[src/rtl/cam_feeder_pkg.sv]
// rtl/cam_feeder_pkg.sv - shared types, defaults and colour-bar constants for the camera pixel feeder
package cam_feeder_pkg;

  localparam int CAM_WORD_W       = 32;
  localparam int LINE_PIXELS_DEF  = 800;
  localparam int FRAME_PIXELS_DEF = 480000;

  typedef struct packed {
    logic [9:0] r;
    logic [9:0] g;
    logic [9:0] b;
  } rgb30_t;

  typedef enum logic {IDLE, RUN} state_t;

  localparam rgb30_t BAR_WHITE   = '{r: 10'h3FF, g: 10'h3FF, b: 10'h3FF};
  localparam rgb30_t BAR_YELLOW  = '{r: 10'h3FF, g: 10'h3FF, b: 10'h000};
  localparam rgb30_t BAR_CYAN    = '{r: 10'h000, g: 10'h3FF, b: 10'h3FF};
  localparam rgb30_t BAR_GREEN   = '{r: 10'h000, g: 10'h3FF, b: 10'h000};
  localparam rgb30_t BAR_MAGENTA = '{r: 10'h3FF, g: 10'h000, b: 10'h3FF};
  localparam rgb30_t BAR_RED     = '{r: 10'h3FF, g: 10'h000, b: 10'h000};
  localparam rgb30_t BAR_BLUE    = '{r: 10'h000, g: 10'h000, b: 10'h3FF};
  localparam rgb30_t BAR_BLACK   = '{r: 10'h000, g: 10'h000, b: 10'h000};

  function automatic rgb30_t bar_colour(input logic [2:0] idx);
    case (idx)
      3'd0:    return BAR_WHITE;
      3'd1:    return BAR_YELLOW;
      3'd2:    return BAR_CYAN;
      3'd3:    return BAR_GREEN;
      3'd4:    return BAR_MAGENTA;
      3'd5:    return BAR_RED;
      3'd6:    return BAR_BLUE;
      default: return BAR_BLACK;
    endcase
  endfunction

  function automatic logic [CAM_WORD_W-1:0] pack_word(input rgb30_t px);
    return {2'b00, px};
  endfunction

endpackage

[src/rtl/feeder_fifo.sv]
// rtl/feeder_fifo.sv - show-ahead ring buffer: head word is readable without a pop
module feeder_fifo #(
  parameter int DEPTH = 8,
  parameter int WIDTH = 30
) (
  input  logic                     i_clk,
  input  logic                     i_rst_n,
  input  logic                     clear,
  input  logic                     push,
  input  logic [WIDTH-1:0]         push_data,
  input  logic                     pop,
  output logic [WIDTH-1:0]         head,
  output logic [$clog2(DEPTH):0]   count,
  output logic                     empty
);
  localparam int AW = $clog2(DEPTH);
  localparam int CW = AW + 1;

  logic [WIDTH-1:0] mem [DEPTH];
  logic [AW-1:0]    wr_ptr, rd_ptr;
  logic [CW-1:0]    count_q;
  logic             push_ok, pop_ok;

  assign push_ok = push && !clear && (count_q != CW'(DEPTH));
  assign pop_ok  = pop && !clear && (count_q != '0);

  always_ff @(posedge i_clk) begin
    if (push_ok) mem[wr_ptr] <= push_data;
  end

  always_ff @(posedge i_clk or negedge i_rst_n) begin
    if (!i_rst_n) begin
      wr_ptr  <= '0;
      rd_ptr  <= '0;
      count_q <= '0;
    end else if (clear) begin
      wr_ptr  <= '0;
      rd_ptr  <= '0;
      count_q <= '0;
    end else begin
      if (push_ok) wr_ptr <= wr_ptr + 1'b1;
      if (pop_ok)  rd_ptr <= rd_ptr + 1'b1;
      case ({push_ok, pop_ok})
        2'b10:   count_q <= count_q + 1'b1;
        2'b01:   count_q <= count_q - 1'b1;
        default: count_q <= count_q;
      endcase
    end
  end

  assign head  = mem[rd_ptr];
  assign count = count_q;
  assign empty = (count_q == '0);

endmodule

[src/rtl/cam_pixel_feeder.sv]
// rtl/cam_pixel_feeder.sv - camera pixel request responder; colour bars under CAM_FEEDER_TEST_PATTERN_EN
module cam_pixel_feeder
  import cam_feeder_pkg::*;
#(
  parameter int DEPTH        = 8,
  parameter int LINE_PIXELS  = LINE_PIXELS_DEF,
  parameter int FRAME_PIXELS = FRAME_PIXELS_DEF
) (
  input  logic                  i_clk,
  input  logic                  i_rst_n,
  input  logic                  i_flush,
  input  logic                  i_src_valid,
  input  logic [29:0]           i_src_data,
  output logic                  o_src_ready,
  input  logic                  i_req,
  output logic [CAM_WORD_W-1:0] o_data,
  output logic                  o_empty,
  output logic                  o_underrun,
  input  logic                  i_clr_underrun,
  input  logic                  i_test_mode,
  output logic [9:0]            o_col,
  output logic [19:0]           o_pix_count,
  output logic                  o_frame_done
);
  localparam int          CW       = $clog2(DEPTH) + 1;
  localparam logic [19:0] PIX_LAST = 20'(FRAME_PIXELS - 1);
  localparam logic [9:0]  COL_LAST = 10'(LINE_PIXELS - 1);

  state_t                  state_q, state_d;
  logic                    run, req_act, push, pop, underrun_set;
  logic                    fifo_empty, pattern_on;
  logic [CW-1:0]           fifo_count;
  logic [29:0]             fifo_head;
  logic [CAM_WORD_W-1:0]   pattern_word;

  always_ff @(posedge i_clk or negedge i_rst_n) begin
    if (!i_rst_n) state_q <= IDLE;
    else          state_q <= state_d;
  end

  always_comb begin
    state_d = state_q;
    run     = (state_q == RUN);
    if (i_flush) state_d = RUN;
  end

  assign o_src_ready  = run && (fifo_count != CW'(DEPTH)) && !i_flush;
  assign push         = i_src_valid && o_src_ready;
  assign req_act      = run && i_req && !i_flush;
  // The test pattern stands in for the FIFO, so requests neither drain it nor underrun.
  assign pop          = req_act && !fifo_empty && !pattern_on;
  assign underrun_set = req_act && fifo_empty && !pattern_on;
  assign o_empty      = fifo_empty;

  feeder_fifo #(.DEPTH(DEPTH), .WIDTH(30)) u_fifo (
    .i_clk     (i_clk),
    .i_rst_n   (i_rst_n),
    .clear     (i_flush),
    .push      (push),
    .push_data (i_src_data),
    .pop       (pop),
    .head      (fifo_head),
    .count     (fifo_count),
    .empty     (fifo_empty)
  );

`ifdef CAM_FEEDER_TEST_PATTERN_EN
  localparam int BAR_W = (LINE_PIXELS / 8 > 0) ? LINE_PIXELS / 8 : 1;
  logic [9:0] bar_idx;
  logic [2:0] bar_sel;
  assign pattern_on   = run && i_test_mode;
  assign bar_idx      = o_col / 10'(BAR_W);
  assign bar_sel      = (bar_idx > 10'd7) ? 3'd7 : bar_idx[2:0];
  assign pattern_word = pack_word(bar_colour(bar_sel));
`else
  logic unused_test_mode;
  assign unused_test_mode = i_test_mode;
  assign pattern_on       = 1'b0;
  assign pattern_word     = '0;
`endif

  always_comb begin
    o_data = '0;
    if (pattern_on)       o_data = pattern_word;
    else if (!fifo_empty) o_data = pack_word(rgb30_t'(fifo_head));
  end

  // An empty-slot request still consumes a frame position.
  always_ff @(posedge i_clk or negedge i_rst_n) begin
    if (!i_rst_n) begin
      o_pix_count  <= '0;
      o_col        <= '0;
      o_frame_done <= 1'b0;
    end else if (i_flush) begin
      o_pix_count  <= '0;
      o_col        <= '0;
      o_frame_done <= 1'b0;
    end else begin
      o_frame_done <= 1'b0;
      if (req_act) begin
        o_frame_done <= (o_pix_count == PIX_LAST);
        o_pix_count  <= (o_pix_count == PIX_LAST) ? 20'd0 : o_pix_count + 20'd1;
        o_col        <= (o_col == COL_LAST) ? 10'd0 : o_col + 10'd1;
      end
    end
  end

  always_ff @(posedge i_clk or negedge i_rst_n) begin
    if (!i_rst_n)            o_underrun <= 1'b0;
    else if (underrun_set)   o_underrun <= 1'b1;
    else if (i_clr_underrun) o_underrun <= 1'b0;
  end

endmodule

[config.mk]
export PLATFORM = sky130hd
export DESIGN_NAME = cam_pixel_feeder
export DESIGN_NICKNAME = d
export VERILOG_FILES = /design/src/rtl/cam_feeder_pkg.sv /design/src/rtl/feeder_fifo.sv /design/src/rtl/cam_pixel_feeder.sv
export SDC_FILE = /design/constraint.sdc
export NUM_CORES = 1
export LEC_CHECK = 0
export ABC_CLOCK_PERIOD_IN_PS = 6000
export CAP_MARGIN = 20
export CORE_MARGIN = 2
export CORE_UTILIZATION = 50
export DETAILED_ROUTE_END_ITERATION = 8
export GPL_ROUTABILITY_DRIVEN = 0
export GPL_TIMING_DRIVEN = 1
export HOLD_SLACK_MARGIN = 0.15
export PLACE_DENSITY = 0.82
export SYNTH_ARGS = -nofsm -noshare
export SYNTH_HDL_FRONTEND = slang
export SYNTH_SLANG_ARGS = --single-unit
[constraint.sdc]
create_clock -name i_clk -period 6 [get_ports i_clk]
set_input_delay 1.2 -clock i_clk [delete_from_list [all_inputs] [get_ports i_clk]]
set_output_delay 1.2 -clock i_clk [all_outputs]
set_load 0.02 [all_outputs]
==> results.cfg <==
[layout]
drive_above_1_share_pct = 17.8
layout.nets = 842
fill_cells = 1677
syn_to_final_growth_pct = 19.8
fin_area_um2 = 14100
n_antenna_cell = 0

[detailed_routing]
route.met2.wl_um = 12400
drt-initial-drc-count = 657
wl_per_cell_um = 21.4
dr.pass1.iters = 5
wl_met3_um = 1330
m1WireLength_um = 10300
ant_nets = 0
top_layer_used = met4
drc = 0
routed_wl_um = 24400
viasPerCell = 5.85
vias = 6647

[global_route]
grt_util_all_layers_pct = 20.1
antenna_found_initial = 0
grt_max_degree = 57
overflow = 0
grt_pass1_wl_um = 37900
grt_pass1_vias = 6667

[clocking]
post_cts_buffers = 0
cts_made_buffers = 29
cts_hold_buffers = 0
cts_resized = 0
cts_tree = built
htree_levels = 1
clkTransAtPathRegs_ps = 60
clockRootBuffer = clkbuf_16
ctsLongestPathBuffers = 3
clk_latency_ps = 550
cts_sinks = 283

[floorplanning]
die_area_um2 = 24800
die_w_um = 157
die_h_um = 157
start_util_pct = 50.5
num_io_pins = 103
core_um2 = 23300
rows = 56

[logic_synthesis]
synth_top_area_share_pct = 61.3
synth_cell_type_count = 66
synth.avg_cell_area_um2 = 17.1
yosys.area.top_type = edfxtp_1
async_flop_share_pct = 15.2
ys_seq_elements = 283
yosysWarningCount = 0
yosysSeqAreaShare_pct = 70.4
synth-main-ff-cell = edfxtp_1
netlist_instances = 687
synth_area_um2 = 11800
ys_top_cells_by_area = edfxtp_1, mux4_2, dfrtp_1, mux2i_1, nor2_1
synth_edf_count = 240

[timing]
setup_violations = 0
drv_slew = 0
tightest_slew_ps = 1030
setup_ws_ps = 1460
rsz0062_at_grt = false
min_period_over_period_pct = 75.8
final_hold_viol_count = 0
maxSlewHeadroom_pct = 31.2
setup_tns_ps = 0
finClkSkew_ps = 15.1
max_freq_mhz = 220
timing.final.crit_period_ps = 4550

[setup_path]
crit_required_ps = 4800
cp_max_fo = 41
cp-start-kind = flop
cp.arrival_ps = 3350
criticalPathCategory = reg2out
endpoint_kind = output pin
path_cells = buf_4, mux4_2, mux2i_1, nor2_1, clkdlybuf4s50_1
cpPeakStageDelay_ps = 1030
crit_slowest_cell = dfrtp_2

[placement]
io_buffer_count = 99
placed_area_um2 = 13100
post-place-ws_ps = 1800
dp_hpwl_um = 13900

[status]
status = complete, no violations

[run]
maxCapViolations = 0

[power_and_ir_drop]
power_density_nw_per_um2 = 386
peakVddDrop_uv = 360
leakagePower_nw = 4.56

[min_path]
hold_path.class = reg2reg
-- cells by family (layout without fill, tap and decap cells) --
kind of cell | Yosys count | count (layout) | share of synthesized area (%)
AO/OA/AOI/OAI | 54 | 54 | 2.97
adder cells (fa/ha/maj) | 6 | 6 | 0.638
flip-flops | 283 | 283 | 70.4
other | 1 | 2 | 0.0319
multiplexers | 93 | 93 | 14.3
AND/OR/NAND/NOR | 194 | 194 | 8.59
XOR/XNOR | 12 | 12 | 0.958
buffers and inverters | 44 | 174 | 2.07
-- synth_stat cells (7+ instances only) --
master	count
edfxtp_1	240
mux4_2	60
nor2_1	57
dfrtp_1	43
nand2_1	38
mux2i_1	33
nand3_1	23
clkbuf_1	16
a21oi_1	14
nor3_1	13
o21ai_0	13
nand4_1	11
buf_2	8
buf_6	7
or3_1	7
-- state kept, by name, indices dropped and copies added, names as in the netlist --
name / flops
u_fifo.mem: 240
o_pix_count: 20
o_col: 10
u_fifo.count: 4
u_fifo.rd_ptr: 3
u_fifo.wr_ptr: 3
o_frame_done: 1
o_underrun: 1
run: 1
-- layout by cell type, fill, tap and decap left out, types with 3 or more instances in the layout --
| cell | Yosys | final |
|---|---|---|
| clkbuf_16 | 0 | 29 |
| clkinv_2 | 0 | 5 |
| nor2_4 | 0 | 3 |
| ha_1 | 6 | 6 |
| o21ai_0 | 13 | 13 |
| nor2b_1 | 5 | 5 |
| nor3_2 | 0 | 4 |
| or3_1 | 7 | 7 |
| xor2_1 | 6 | 6 |
| nor3_1 | 13 | 9 |
| and3_1 | 3 | 3 |
| bufinv_16 | 0 | 4 |
| mux4_2 | 60 | 60 |
| nand4_1 | 11 | 11 |
| nor2_1 | 57 | 54 |
| a31oi_1 | 6 | 6 |
| edfxtp_1 | 240 | 240 |
| clkinv_1 | 0 | 7 |
| clkbuf_1 | 16 | 3 |
| a21oi_1 | 14 | 14 |
| clkdlybuf4s50_1 | 0 | 98 |
| nor4_1 | 6 | 5 |
| o31ai_1 | 4 | 4 |
| dfrtp_1 | 43 | 40 |
| inv_1 | 6 | 6 |
| mux2i_1 | 33 | 33 |
| buf_4 | 4 | 15 |
| and4_1 | 3 | 3 |
| nand2_1 | 38 | 38 |
| nand3_1 | 23 | 23 |
| xnor2_1 | 5 | 5 |
-- per-layer routing --
layer	global-route usage, %	vias up
met5	0	-
met4	4.98	0
met3	3.30	32
met2	33.8	239
met1	27.7	3426
li1	-	2950
-- critical path: cells and delay by family, from the launching register on --
| family | cells | cell delay (ps) |
|---|---|---|
| buf+inv | 2 | 1060 |
| flops | 1 | 1030 |
| mux | 2 | 550 |
| simple gates | 1 | 100 |
-- layout make-up --
type,instances,area (µm²),share of cell area [%]
clock buffer,32,737,5.23
inverter,7,26.3,0.187
timing repair buffer,117,1150,8.16
tap,319,399,2.83
clock inverter,18,200,1.42
multi-input combinational,361,3280,23.3
sequential,283,8290,58.8
-- worst paths after layout --
check                           slack [ps]  cells past startpoint                 to        startpoint
worst max-delay path                  1460                      5         o_data[23]  u_fifo.rd_ptr[1]
worst min-delay path                   530                      1           o_col[3]          o_col[3]
worst max register to register        3220                      5  u_fifo.mem[3][19]   u_fifo.count[1]
worst min register to register         530                      1           o_col[3]          o_col[3]
max in group asynchronous             4480                      1   u_fifo.rd_ptr[0]           i_rst_n
min in group asynchronous              790                      1           o_col[3]           i_rst_n
-- power breakdown --
part / internal (mW) / leakage [nW] / total (mW) / switching [mW]
combinational: 0.672 / 1.35 / 1.36 / 0.685
sequential: 2.18 / 2.75 / 2.30 / 0.118
clock: 1.05 / 0.462 / 1.77 / 0.718
total: 3.91 / 4.56 / 5.43 / 1.52
-- through the flow --
| stage | cells | power [mW] | util (%) | hold slack (ps) |
|---|---|---|---|---|
| global route | 1137 | 5.63 | 60.6 | 561 |
| finish | 1137 | 5.43 | 60.6 | 528 |
| CTS | 1135 | 5.46 | 60.4 | 532 |
| floorplan | 688 | 3.18 | - | 526 |
| global placement | 1084 | 3.66 | 56.3 | 512 |
| detailed placement | 1085 | 3.69 | 56.4 | 520 |
Note: power is estimated with default switching activity, not from simulation.
